## src/rtl/fifo_pkg.sv

```systemverilog
// Shared definitions for the synchronous FIFO: pointer/level sizing and read-mode constants.
package fifo_pkg;

  // Read-mode selector values for the FWFT parameter.
  localparam int MODE_STD  = 0;
  localparam int MODE_FWFT = 1;

  // Width of pointers and the level counter: address bits plus one wrap bit.
  function automatic int ptr_w(input int depth);
    return $clog2(depth) + 1;
  endfunction

endpackage

```

## src/rtl/fifo_mem.sv

```systemverilog
// FIFO storage: WIDTH x DEPTH register array, one synchronous write port,
// one asynchronous read port. The array is intentionally not reset.
module fifo_mem
  import fifo_pkg::*;
#(
  parameter int WIDTH = 8,
  parameter int DEPTH = 16
) (
  input  logic                     clk,
  input  logic                     we,
  input  logic [$clog2(DEPTH)-1:0] waddr,
  input  logic [WIDTH-1:0]         wdata,
  input  logic [$clog2(DEPTH)-1:0] raddr,
  output logic [WIDTH-1:0]         rdata
);

  logic [WIDTH-1:0] mem_q [DEPTH];

  // Store the write word on the rising edge when the top accepts a write.
  always_ff @(posedge clk) begin
    if (we) begin
      mem_q[waddr] <= wdata;
    end
  end

  assign rdata = mem_q[raddr];

endmodule

```

## src/rtl/sync_fifo_flags.sv

```systemverilog
// Single-clock FIFO with level, almost-full/almost-empty thresholds, sticky
// overflow/underflow flags, synchronous flush and standard or FWFT read mode.
module sync_fifo_flags
  import fifo_pkg::*;
#(
  parameter int WIDTH     = 8,
  parameter int DEPTH     = 16,
  parameter int AFULL_TH  = DEPTH - 2,
  parameter int AEMPTY_TH = 2,
  parameter int FWFT      = MODE_STD
) (
  input  logic                      clk,
  input  logic                      rst_n,
  input  logic                      clr,
  input  logic                      wr_en,
  input  logic [WIDTH-1:0]          wr_data,
  input  logic                      rd_en,
  output logic [WIDTH-1:0]          rd_data,
  output logic                      rd_valid,
  output logic                      full,
  output logic                      empty,
  output logic                      almost_full,
  output logic                      almost_empty,
  output logic [ptr_w(DEPTH)-1:0]   level,
  output logic                      overflow,
  output logic                      underflow
);

  localparam int PW = ptr_w(DEPTH);
  localparam int AW = PW - 1;
  localparam logic [PW-1:0] ONE_P = PW'(1);

  logic [PW-1:0]    wr_ptr_q, wr_ptr_d;
  logic [PW-1:0]    rd_ptr_q, rd_ptr_d;
  logic [PW-1:0]    level_q, level_d;
  logic             full_q, full_d;
  logic             empty_q, empty_d;
  logic             afull_q, afull_d;
  logic             aempty_q, aempty_d;
  logic             ovf_q, ovf_d;
  logic             unf_q, unf_d;
  logic             wr_acc_s, rd_acc_s;
  logic             mem_we_s;
  logic [WIDTH-1:0] mem_rdata_s;

  // Accept decisions use the flags registered at the start of the cycle; flush blocks both.
  always_comb begin
    wr_acc_s = wr_en && !full_q && !clr;
    rd_acc_s = rd_en && !empty_q && !clr;
    mem_we_s = wr_acc_s;
  end

  // Next-state for pointers, level, sticky errors and the level-decoded flags.
  always_comb begin
    wr_ptr_d = wr_ptr_q;
    rd_ptr_d = rd_ptr_q;
    level_d  = level_q;
    ovf_d    = ovf_q;
    unf_d    = unf_q;
    if (clr) begin
      wr_ptr_d = {PW{1'b0}};
      rd_ptr_d = {PW{1'b0}};
      level_d  = {PW{1'b0}};
      ovf_d    = 1'b0;
      unf_d    = 1'b0;
    end else begin
      if (wr_acc_s) begin
        wr_ptr_d = wr_ptr_q + ONE_P;
      end else begin
        wr_ptr_d = wr_ptr_q;
      end
      if (rd_acc_s) begin
        rd_ptr_d = rd_ptr_q + ONE_P;
      end else begin
        rd_ptr_d = rd_ptr_q;
      end
      case ({wr_acc_s, rd_acc_s})
        2'b10:   level_d = level_q + ONE_P;
        2'b01:   level_d = level_q - ONE_P;
        default: level_d = level_q;
      endcase
      ovf_d = ovf_q | (wr_en & full_q);
      // A read paired with a write into an empty FIFO is a benign stall, not an error.
      unf_d = unf_q | (rd_en & empty_q & ~wr_en);
    end
    full_d   = (level_d == PW'(DEPTH));
    empty_d  = (level_d == {PW{1'b0}});
    afull_d  = (level_d >= PW'(AFULL_TH));
    aempty_d = (level_d <= PW'(AEMPTY_TH));
  end

  // Control state register with asynchronous active-low reset.
  always_ff @(posedge clk or negedge rst_n) begin
    if (!rst_n) begin
      wr_ptr_q <= {PW{1'b0}};
      rd_ptr_q <= {PW{1'b0}};
      level_q  <= {PW{1'b0}};
      full_q   <= 1'b0;
      empty_q  <= 1'b1;
      afull_q  <= 1'b0;
      aempty_q <= 1'b1;
      ovf_q    <= 1'b0;
      unf_q    <= 1'b0;
    end else begin
      wr_ptr_q <= wr_ptr_d;
      rd_ptr_q <= rd_ptr_d;
      level_q  <= level_d;
      full_q   <= full_d;
      empty_q  <= empty_d;
      afull_q  <= afull_d;
      aempty_q <= aempty_d;
      ovf_q    <= ovf_d;
      unf_q    <= unf_d;
    end
  end

  fifo_mem #(
    .WIDTH (WIDTH),
    .DEPTH (DEPTH)
  ) u_mem (
    .clk   (clk),
    .we    (mem_we_s),
    .waddr (wr_ptr_q[AW-1:0]),
    .wdata (wr_data),
    .raddr (rd_ptr_q[AW-1:0]),
    .rdata (mem_rdata_s)
  );

  assign full         = full_q;
  assign empty        = empty_q;
  assign almost_full  = afull_q;
  assign almost_empty = aempty_q;
  assign level        = level_q;
  assign overflow     = ovf_q;
  assign underflow    = unf_q;

  generate
    if (FWFT == MODE_FWFT) begin : g_fwft
      // Head word is presented directly whenever the FIFO holds data.
      assign rd_data  = empty_q ? {WIDTH{1'b0}} : mem_rdata_s;
      assign rd_valid = ~empty_q;
    end else begin : g_std
      logic [WIDTH-1:0] rd_data_q;
      logic             rd_valid_q;

      // Registered read port: capture the head word on an accepted read; hold otherwise.
      always_ff @(posedge clk or negedge rst_n) begin
        if (!rst_n) begin
          rd_data_q  <= {WIDTH{1'b0}};
          rd_valid_q <= 1'b0;
        end else if (clr) begin
          rd_data_q  <= rd_data_q;
          rd_valid_q <= 1'b0;
        end else begin
          rd_valid_q <= rd_acc_s;
          if (rd_acc_s) begin
            rd_data_q <= mem_rdata_s;
          end else begin
            rd_data_q <= rd_data_q;
          end
        end
      end

      assign rd_data  = rd_data_q;
      assign rd_valid = rd_valid_q;
    end
  endgenerate

endmodule

```

## config.mk

```make
export PLATFORM = sky130hd
export DESIGN_NAME = sync_fifo_flags
export DESIGN_NICKNAME = d
export VERILOG_FILES = /design/src/rtl/fifo_pkg.sv /design/src/rtl/fifo_mem.sv /design/src/rtl/sync_fifo_flags.sv
export SDC_FILE = /design/constraint.sdc
export NUM_CORES = 1
export LEC_CHECK = 0
export CORE_MARGIN = 2
export CORE_UTILIZATION = 34
export DETAILED_ROUTE_END_ITERATION = 6
export PLACE_DENSITY = 0.47
export SLEW_MARGIN = 15
export SYNTH_ARGS = -nofsm -noshare
export SYNTH_HDL_FRONTEND = slang
export SYNTH_SLANG_ARGS = --single-unit
```

## constraint.sdc

```tcl
create_clock -name clk -period 4.26 [get_ports clk]
set_input_delay 0.639 -clock clk [delete_from_list [all_inputs] [get_ports clk]]
set_output_delay 0.639 -clock clk [all_outputs]
set_load 0.02 [all_outputs]
```

### Word-level counts from Yosys, hierarchy flattened

Memory sizes are Yosys's and may differ from the RTL's. A register that Yosys moved wholly into a read port is not among the register bits.
Cells that the tools add are included.

* bits in registers: 22
* memory bits (writable): 128
* input bits: 13
* output and inout port bits: 20
* word-level logic and storage cells: 50
* memories: 1

Memory list
* u_mem.mem_q: words 16, bits a word 8, read ports 1, clocked after Yosys merged registers in 1, write ports 1, RTL line fifo_mem.sv:17 `logic [WIDTH-1:0] mem_q [DEPTH];`

* $add $sub $neg: 4
* magnitude comparators: 2
* eq/ne operators: 3
* mux-type cells: 11
* bitwise operators: 7
* reductions and logical operators: 12

Operators by type and width (count)
* 5-bit two-way mux: 5
* 5-bit by 1-bit adder with 5-bit output (second input constant): 3
* 5-bit case mux with 2 select lines: 1
* 5-bit equality test (second input constant): 1
* 5-bit by 4-bit greater-or-equal comparator with 1-bit output (second input constant): 1
* 5-bit by 2-bit less-or-equal comparator with 1-bit output (second input constant): 1
* 5-bit zero test: 1
* 1-bit two-way mux: 5
* 5-bit by 1-bit subtractor with 5-bit output (second input constant): 1
* 1-bit logical AND: 4
* 1-bit zero test: 4
* 2-bit nonzero test: 2
* 1-bit bitwise AND: 3
* 2-bit by 1-bit equality test with 1-bit output (second input constant): 1
* 2-bit equality test (second input constant): 1
* 1-bit NOT: 2
* 1-bit OR: 2
* 2-bit AND reduction: 1

### Logic depth before layout (Yosys ltp)

Gate-level depths: netlist of the first run.

* depth after elaboration: 7
* mapped depth: 13
* mapped depth without buffers: 11

### Hierarchy

A second synthesis of the first run with hierarchy kept.

* cells, all modules: 340
* area total of the unflattened synthesis: 6356.1 µm²

Modules (own cells, without submodules)
* fifo_mem: times used 1, cells each 221, area an instance 4987.3 µm², sequential area each 3843.7 µm²
* sync_fifo_flags: times used 1, cells each 119, area an instance 1368.8 µm², sequential area each 703.2 µm²

### Worst setup path before layout of the first run

OpenSTA, ideal clock, no wires.

* path type: input-to-reg
* start point: in rd_en
* end point: reg afull_q, in the netlist almost_full
* setup time: 77 ps
* arrival: 2890 ps
* required time: 4183 ps
* path slack: 1293 ps
* cell stages on the path: 13
* buffers on the path: 2
* cell sequence: nor2b_1 nand2b_1 clkbuf_1 inv_2 ha_1 buf_2 xor2_1 ha_1 a21oi_1 mux2i_1 xor2_1 or4_1 o21ai_1

* word-level cells in the longest chain between the ends: 6
* elaborated cells on any way between the ends: 7
* those cells by class: 1 x order compare; 2 x eq/ne; 2 x mux; 2 x reduce/logical

RTL lines
* start, declared: RTL line sync_fifo_flags.sv:17 `input logic rd_en,`
* 1-bit logical AND * (2 in series): RTL line sync_fifo_flags.sv:49 `rd_acc_s = rd_en && !empty_q && !clr;`
* 2-bit by 1-bit equality test with 1-bit output or 2-bit equality test (tied branches): RTL line sync_fifo_flags.sv:77 `case ({wr_acc_s, rd_acc_s})`
* 5-bit case mux with 2 select lines *: RTL line sync_fifo_flags.sv:77
* 5-bit two-way mux *: RTL line sync_fifo_flags.sv:60 `if (clr) begin`
* 5-bit by 4-bit greater-or-equal comparator with 1-bit output *: RTL line sync_fifo_flags.sv:88 `afull_d = (level_d >= PW'(AFULL_TH));`
* via afull_d: RTL line sync_fifo_flags.sv:38 `logic afull_q, afull_d;`
* end signal, assigned: RTL line sync_fifo_flags.sv:110 `afull_q <= afull_d;`
* end, declared: RTL line sync_fifo_flags.sv:38

The timed path passes the listed nets; every way through them passes the cells marked *.
A chain may end at the register's enable or synchronous reset.

### Worst setup path after layout of the first run

* start point: in rd_en
* end point: reg full_q, in the netlist full

* word-level cells in the longest chain between the ends: 6
* elaborated cells on any way between the ends: 7
* those cells by class: 3 x eq/ne; 2 x mux; 2 x reduce/logical

RTL lines
* 1-bit logical AND * (2 in series): RTL line sync_fifo_flags.sv:49
* 2-bit by 1-bit equality test with 1-bit output or 2-bit equality test (tied branches): RTL line sync_fifo_flags.sv:77
* 5-bit case mux with 2 select lines *: RTL line sync_fifo_flags.sv:77
* 5-bit two-way mux *: RTL line sync_fifo_flags.sv:60
* 5-bit equality test *: RTL line sync_fifo_flags.sv:86 `full_d = (level_d == PW'(DEPTH));`
* via full_d: RTL line sync_fifo_flags.sv:36 `logic full_q, full_d;`
* end signal, assigned: RTL line sync_fifo_flags.sv:108 `full_q <= full_d;`
* end, declared: RTL line sync_fifo_flags.sv:36

Marked as above.

==> results of run 1 <==
state kept, by name, indices dropped and copies added (netlist names), 4 cells and up:
register / flops
wr_ptr_q: 4
level: 5
rd_ptr_q: 4
u_mem.mem_q: 128
rd_data: 8
synthesized netlist by cell type, types with 2 or more instances:
cell type	instances
buf_2	4
a31o_2	2
a221o_1	8
mux2i_1	11
or3_1	2
ha_1	8
nand2b_1	3
dfrtp_1	26
nand2_1	5
xor2_1	8
nor2_1	28
nor2b_1	2
clkbuf_1	13
mux4_1	8
mux4_2	24
inv_1	6
nor3_1	11
xnor2_1	2
and2_1	14
a31oi_1	2
nand4_1	2
edfxtp_1	128
a21oi_1	5
dfstp_2	2
mux2_2	8
buf_6	2
cell type report:
class                      count  area (sq um)
inverter                       7          26.3
clock buffer                  18           429
multi-input combinational    166          1710
clock inverter                14           170
timing repair buffer          41           388
tap                          234           293
fill                        1647         11000
sequential                   156          4550
worst min-delay path by stage:
stage                             end  slack, ps  depth (start not counted)
after floorplan           almost_full        340                          0
after global placement       overflow        500                          2
after detailed placement     overflow        510                          2
after CTS                    overflow        520                          2
after global routing         overflow        550                          2
final                        overflow        510                          2
worst max-delay path, delay by kind of cell:
kind | cells | cell delay (ps)
fa+ha+maj | 2 | 550
compound gates | 1 | 150
mux | 1 | 240
buf+inv | 2 | 570
simple gates | 4 | 990
xor+xnor | 2 | 370
kinds of logic after synthesis:
logic type / count (synthesis) / share of synthesized area
buffers and inverters: 28 / 0.0221
multiplexers: 51 / 0.149
AND/OR/NAND/NOR: 72 / 0.0579
XOR/XNOR: 10 / 0.0137
flip-flops: 156 / 0.711
AO/OA/AOI/OAI: 25 / 0.0307
adder cells (fa/ha/maj): 8 / 0.0157
metrics by stage:
step / cells / worst slack, ps / area [sq um] / power, mW / util
floorplan: 350 / 1290 / 6390 / 2.00 / -
global placement: 604 / 754 / 6960 / 2.17 / 0.375
detailed placement: 604 / 659 / 6960 / 2.18 / 0.375
CTS: 636 / 1080 / 7560 / 3.71 / 0.407
global route: 636 / 841 / 7560 / 3.81 / 0.407
finish: 636 / 1070 / 7560 / 3.67 / 0.407
power breakdown:
part           total, mW  internal [mW]  switching, mW
clock               1.53          0.922          0.609
sequential          1.77           1.71         0.0559
combinational      0.373          0.190          0.184
total               3.67           2.82          0.848
cell usage in the layout (no fill, tap or decap), drive strengths merged, types with 9 or more instances in the layout:
cell type,synthesis,final
mux4,32,32
nor2,28,28
clkdlybuf4s50,0,32
clkbuf,13,18
buf,8,9
and2,14,14
nor3,11,11
inv,7,9
dfrtp,26,26
mux2i,11,11
edfxtp,128,128
layer usage:
| layer | GRT usage | vias to the layer above |
|---|---|---|
| met5 | 0 | - |
| met4 | 0.0505 | 0 |
| met3 | 0.0397 | 13 |
| met2 | 0.223 | 64 |
| met1 | 0.205 | 1695 |
| li1 | - | 1458 |
==> results.cfg, run 1 <==
[sta]
timing.final.crit_share = 0.749
worst_slew_pin_slew_ps = 1150
fin_crit_ps = 3190
grt_setup_unrepaired = no
finalHoldViolations = 0
slew_violations = 0
setup-violations-final = 0
hold_ws_ps = 509
max_freq_ghz = 0.313
setup_tns_ps = 0
fin_skew_ps = 7.14
relSlewSlack = 0.235

[logic_synthesis]
yosys.area.top_type = edfxtp_1
synth_seq_cells = 156
synth_area_sq_um = 6390
yosys-top-cells-area = edfxtp_1 60%, dfrtp_1 10%, mux4_2 8.5%, mux4_1 3.3%, mux2i_1 1.7%
syn-mean-instance-area_sq_um = 18.3
postSynthNetCount = 371
synthArstFlopShare = 0.179
ys_types = 42
synth_top_area_share = 0.601
yosysSeqAreaShare = 0.711
synth_edf_count = 128
yosysWarningCount = 0
synthFlopType = edfxtp_1
syn_inst = 350

[route]
drt-pass1-iter-count = 4
vias = 3230
totalWireLength_mm = 13.7
wl_met3_um = 504
met2_length_mm = 6.37
wl_met1_mm = 6.62
viasPerCell = 5.08
drcViolationCount = 0
ant_nets = 0
drtIter0Drc = 179
highest_layer = met4
wire_per_inst_um = 21.5

[critical_path]
reg2reg_from = empty
cp_max_fo = 9
r2r_slack_ps = 1410
start_kind = input port
cp_cell_sequence = clkdlybuf4s50_1 -> nor2b_1 -> nand2b_1 -> inv_2 -> ha_1 -> xor2_1 -> ha_1 -> a21oi_1 -> mux2i_1 -> xor2_1 -> and2_1 -> nor4b_2
required_ps = 4580
critical_path.endpoint_type = flip-flop
startpoint = rd_en
r2r_end = full
r2r_cells = 11
cp_slowest_cell = clkdlybuf4s50_1
crit_type = input port to flip-flop
crit_end = full
slowest_delay_ps = 480
crit_arrival_ps = 3510

[die]
die_area_sq_um = 19900
die_h_um = 141
rows = 50
ios = 33
die_width_um = 141
start_util = 0.344
core_sq_um = 18600

[clocking]
root_buffer = clkbuf_16
cts_hold_buffers = 0
clk_pin_slew_ps = 60
cts_num_sinks = 156
cts_made_buffers = 17
clkLatencyLatePin_ps = 420
clock_path_buffers = 2
post_cts_buffers = 0
cts-resized-gates = 0
cts_tree = done
h-tree-depth = 4

[power]
power_density_nw_per_um2 = 485
vdd_drop_max_uv = 289
leakagePower_nw = 2.54

[finish]
syn_to_final_growth_pct = 18.3
drive_gt1_frac = 0.199
nets = 410
antenna_cells = 0

[placement]
dpl.hpwl_mm = 8.48
place_congestion = 0.706
port_buffers = 32

[grt]
grt_pass1_wl_mm = 20.7
antenna_found_initial = 0
grt_usage = 0.147
grt_pass1_vias = 3309
grt-ovfl-total = 0
grt_max_degree = 35

[status]
status = complete, no violations

[hold_path]
worstHoldStart = overflow
hold_class = flip-flop to flip-flop

[run]
cap_violations = 0
No activity file was read; power rests on OpenSTA's default activity.
==> run 2, diff against run 1 <==
--- a/config.mk
+++ b/config.mk
@@ -8,7 +8,7 @@
 export CORE_MARGIN = 2
 export CORE_UTILIZATION = 34
 export DETAILED_ROUTE_END_ITERATION = 6
-export PLACE_DENSITY = 0.47
+export PLACE_DENSITY = 0.49
 export SLEW_MARGIN = 15
 export SYNTH_ARGS = -nofsm -noshare
 export SYNTH_HDL_FRONTEND = slang
==> constraint.sdc (replaced) <==
create_clock -name clk -period 2.9 [get_ports clk]
set_input_delay 0.435 -clock clk [delete_from_list [all_inputs] [get_ports clk]]
set_output_delay 0.435 -clock clk [all_outputs]
set_load 0.02 [all_outputs]
==> run 2 against run 1 <==
Effect of this change:
- global-route usage is 0.22 points lower
- critical endpoint is now almost_full
- non-clock buffer count is 27 higher
- largest cell class unchanged
- clock skew is 0.52 ps lower
- critical path depth is 2 lower
==> results.cfg, run 2 (synthesized netlist as in run 1, its figures left out) <==
[finish]
drive_gt1_frac = 0.240
fillers = 1647
regMostFlops = u_mem.mem_q
largest_reg_flops = 128
layout_commonest_cell = edfxtp_1
antenna_cells = 0
syn_to_final_growth_pct = 21.2
regArea_sq_um = 4550
nets = 437
layout_common_cells = 128 x edfxtp_1, 35 x buf_4, 32 x clkdlybuf4s50_1
multiInputGateArea_sq_um = 1710

[placement]
port_buffers = 32
place_congestion = 0.757
dpl.hpwl_mm = 8.50

[status]
status = complete, no violations

[critical_path]
r2r_slack_ps = 310
crit_cells = 10
r2r_cells = 9
path_buf_inv = 1
crit_type = input port to flip-flop
slowest_delay_ps = 480
startpoint = clr
critical_path.endpoint_type = flip-flop
critPathTopFamily = simple AND/OR/NAND/NOR gates
r2r_end = almost_full
crit_arrival_ps = 2990
crit_end = almost_full
reg2reg_from = full
required_ps = 3240
cp_max_fo = 4
cp_cell_sequence = clkdlybuf4s50_1 -> or3_1 -> ha_1 -> xor2_1 -> ha_1 -> a21oi_1 -> mux2i_1 -> xor2_1 -> or4_1 -> o21ai_1
cp_slowest_cell = or4_1
start_kind = input port

[clocking]
clkLatencyLatePin_ps = 420
cts-resized-gates = 0
root_buffer = clkbuf_16
cts_tree = done
cts_hold_buffers = 0
h-tree-depth = 4
clock_path_buffers = 2
clk_pin_slew_ps = 60
post_cts_buffers = 0
cts_num_sinks = 156
cts_made_buffers = 17

[sta]
timing.final.crit_share = 0.911
slew_violations = 0
grt_setup_unrepaired = no
setup-violations-final = 0
fin_crit_ps = 2640
worst_slew_pin_slew_ps = 619
fin_skew_ps = 6.62
setup_tns_ps = 0
finalHoldViolations = 0
max_freq_ghz = 0.378
hold_ws_ps = 413
relSlewSlack = 0.586

[route]
drcViolationCount = 0
drtIter0Drc = 262
viasPerCell = 4.96
totalWireLength_mm = 13.6
wire_per_inst_um = 20.5
ant_nets = 0
drt-pass1-iter-count = 5
vias = 3291

[die]
die_width_um = 141
rows = 50
start_util = 0.344
ios = 33
core_sq_um = 18600
die_area_sq_um = 19900
die_h_um = 141

[power]
power_density_nw_per_um2 = 690
leakagePower_nw = 2.66
vdd_drop_max_uv = 404

[hold_path]
hold_class = input port to async pin

[grt]
grt-ovfl-total = 0
grt_max_degree = 36
grt_pass1_wl_mm = 20.5
grt_usage = 0.145
grt_pass1_vias = 3486
antenna_found_initial = 0

[run]
cap_violations = 0
==> run 2: cell count changes in the layout (fill, tap and decap cells not counted), moves of 2 or more <==
cell	previous run	this run
buf_4	9	35
clkbuf_1	1	4
clkinv_2	3	0
clkinv_4	2	0
==> run 2: metrics by stage <==
stage / utilization / cell area [sq um] / instances / setup WS [ps] / total power [mW]
after global placement: 0.386 / 7180 / 631 / -120 / 3.22
after CTS: 0.417 / 7750 / 663 / 268 / 5.41
after floorplan: - / 6390 / 350 / 46.5 / 2.94
after detailed placement: 0.386 / 7180 / 631 / -163 / 3.22
after global routing: 0.417 / 7750 / 663 / 119 / 5.54
final: 0.417 / 7750 / 663 / 257 / 5.35
==> run 2: layout make-up <==
cell class                      count  area share
Sequential cell                   156       0.587
Tap cell                          234      0.0378
Inverter                            7     0.00339
Clock buffer                       21      0.0568
Multi-Input combinational cell    166       0.220
Timing Repair Buffer               68      0.0778
Clock inverter                     11      0.0174
==> run 2: how the worst min path moves through the flow <==
stage                     slack [ps]  cells past startpoint       from     endpoint
after CTS                        410                      2      rst_n     rd_valid
after global routing             430                      2      rst_n     rd_valid
after global placement           480                      2  underflow    underflow
final                            410                      2      rst_n     rd_valid
after floorplan                  140                      0      rst_n  almost_full
after detailed placement         490                      2  underflow    underflow
==> run 2: report_power, final <==
group	switching [mW]	internal [mW]	leakage [nW]	total [mW]
Clock	0.899	1.28	0.263	2.18
Combinational	0.296	0.297	0.881	0.593
Sequential	0.0626	2.51	1.52	2.57
==> run 2: worst register-to-register path, cell delays in order (launching register included) <==
cell	delay (ps)
dfrtp_1	430
or3_1	400
ha_1	220
xor2_1	160
ha_1	210
a21oi_1	150
mux2i_1	250
xor2_1	120
or4_1	480
o21ai_1	90
==> run 2: layer usage <==
layer	vias up	GRT usage	wire length, um
li1	1513	-	-
met1	1710	0.187	6160
met2	51	0.241	6860
met3	17	0.0343	398
met4	0	0.0489	190
met5	-	0	0
==> run 3, diff against run 2 <==
--- a/config.mk
+++ b/config.mk
@@ -8,6 +8,7 @@
 export CORE_MARGIN = 2
 export CORE_UTILIZATION = 34
 export DETAILED_ROUTE_END_ITERATION = 6
+export GPL_TIMING_DRIVEN = 0
 export PLACE_DENSITY = 0.49
 export SLEW_MARGIN = 15
 export SYNTH_ARGS = -nofsm -noshare
==> run 3 against run 2 <==
Effect of this change:
- sequential power barely moved
- design area fell by 0.74%
- die area is the same
- clock skew grew 3.5 ps
- clock power increased by 7%
- fmax decreased by 4.1%
- first-iteration DRC count decreased by 32%
- power is 2.9% higher
- count of clock-buffer cells in the layout fell by 3
- routed wire length barely moved
- critical endpoint unchanged
==> results.cfg, run 3 (synthesized netlist as in run 1, its figures left out) <==
[finish]
regMostFlops = u_mem.mem_q
layout_commonest_cell = edfxtp_1
syn_to_final_growth_pct = 20.3
layout_common_cells = 128 x edfxtp_1, 30 x clkdlybuf4s50_1, 28 x nor2_1
nets = 420
antenna_cells = 0
stdcell_count = 646
multiInputGateArea_sq_um = 1770
regArea_sq_um = 4550
largest_reg_flops = 128
drive_gt1_frac = 0.214
fillers = 1663

[clocking]
clk_pin_slew_ps = 60
cts_tree = done
cts_num_sinks = 156
root_buffer = clkbuf_16
cts_hold_buffers = 0
cts_made_buffers = 17
h-tree-depth = 4
clkLatencyLatePin_ps = 420
clock_path_buffers = 2

[power]
vdd_drop_max_uv = 438
p_int_mw = 4.25
pwr-share-comb = 0.109
totalPowerFinal_mw = 5.50
p_sw_frac = 0.228
power.switching_mw = 1.26
p_seq_frac = 0.467
power_density_nw_per_um2 = 715
pwr-share-clk = 0.423
leakagePower_nw = 2.57

[grt]
antenna_found_initial = 0
grt_max_degree = 29
grt_pass1_vias = 3259
grt-ovfl-total = 0
grt_pass1_wl_mm = 20.4
grt_usage = 0.145

[placement]
dp_cells = 616
place_congestion = 0.727
place_ws_ps = -826
dpl.hpwl_mm = 8.85
port_buffers = 32

[sta]
relSlewSlack = 0.459
max_freq_ghz = 0.363
timing.final.crit_share = 0.950
fin_crit_ps = 2760
worst_slew_pin_slew_ps = 808
grt_setup_unrepaired = no
slew_violations = 0
layout_setup_ws_ps = 145
setup-violations-final = 0
finalHoldViolations = 0
fin_skew_ps = 10.1
setup_tns_ps = 0

[die]
rows = 50
start_util = 0.344
ios = 33
die_width_um = 141
die_area_sq_um = 19900
die_h_um = 141
core_sq_um = 18600

[critical_path]
path_buf_inv = 2
crit_type = input port to flip-flop
required_ps = 3240
cp_max_fo = 9
critPathTopFamily = simple AND/OR/NAND/NOR gates
start_kind = input port
cp_cell_sequence = clkdlybuf4s50_1 -> inv_1 -> or3_4 -> ha_4 -> xor2_1 -> ha_2 -> a21oi_2 -> mux2i_2 -> xor2_2 -> or4_1 -> o21ai_1
cp_slowest_cell = clkdlybuf4s50_1
critical_path.endpoint_type = flip-flop
slowest_delay_ps = 480
crit_arrival_ps = 3100

[run]
cap_violations = 0

[route]
drcViolationCount = 0
ant_nets = 0
totalWireLength_mm = 13.6
viasPerCell = 4.98
vias = 3214
drtIter0Drc = 179
drt-pass1-iter-count = 4
wire_per_inst_um = 21.0

[hold_path]
hold_class = input port to async pin

[status]
status = complete, no violations
[run 3: cell types whose count changed in the layout (fill, tap and decap cells not counted), moves of 2 or more]
cell / delta
clkbuf_1: +7
buf_2: +4
buf_6: +2
buf_4: -33
clkdlybuf4s50_1: -2
clkinv_4: +4
xor2_1: -2
xor2_2: +2
bufinv_16: +2
inv_6: -3
ha_1: -2
[run 3: worst paths after layout]
kind	slack (ps)	end	from	cells after the start
hold / removal	40	almost_full	rst_n	1
max in group asynchronous	2440	rd_ptr_q[3]	rst_n	1
min in group clk	500	overflow	overflow	2
hold reg to reg	500	overflow	overflow	2
setup reg to reg	240	almost_full	empty	11
setup / recovery	140	almost_full	wr_en	11
[run 3: area by class of cell]
cell class | instances | area share
timing repair buffer | 34 | 0.0428
clock buffer | 18 | 0.0558
clock inverter | 14 | 0.0255
buffer | 17 | 0.0128
inverter | 7 | 0.00342
multi-input combinational | 166 | 0.231
sequential | 156 | 0.591
tap | 234 | 0.0381
[run 3: metrics by stage]
stage	hold WS, ps	utilization	cell area (sq um)
2_1_floorplan	139	-	6390
3_5_place_dp	494	0.377	7010
5_1_grt	75.9	0.414	7690
6_report	36.6	0.414	7690
3_3_place_gp	482	0.377	7010
4_1_cts	44.6	0.413	7670
[run 3: what timing repair did]
action	4_1_cts	5_1_grt
setup buffers	1	1
pin swaps	1	0
endpoints found under the setup margin	6	5
gates cloned	0	0
resized for setup	10	4
[run 3: per-layer routing]
layer / vias to the layer above / part of all wire / global-route usage
li1: 1474 / - / -
met1: 1670 / 0.46 / 0.201
met2: 59 / 0.48 / 0.222
met3: 11 / 0.044 / 0.0391
met4: 0 / 0.012 / 0.0500
met5: - / 0 / 0
[run 3: power by group through the flow]
stage | clock network [mW] | registers (mW) | logic, mW
6_report | 2.33 | 2.57 | 0.602
5_1_grt | 2.48 | 2.58 | 0.650
2_1_floorplan | 0 | 2.68 | 0.264
3_3_place_gp | 0 | 2.61 | 0.601
3_5_place_dp | 0 | 2.62 | 0.604
4_1_cts | 2.37 | 2.57 | 0.613
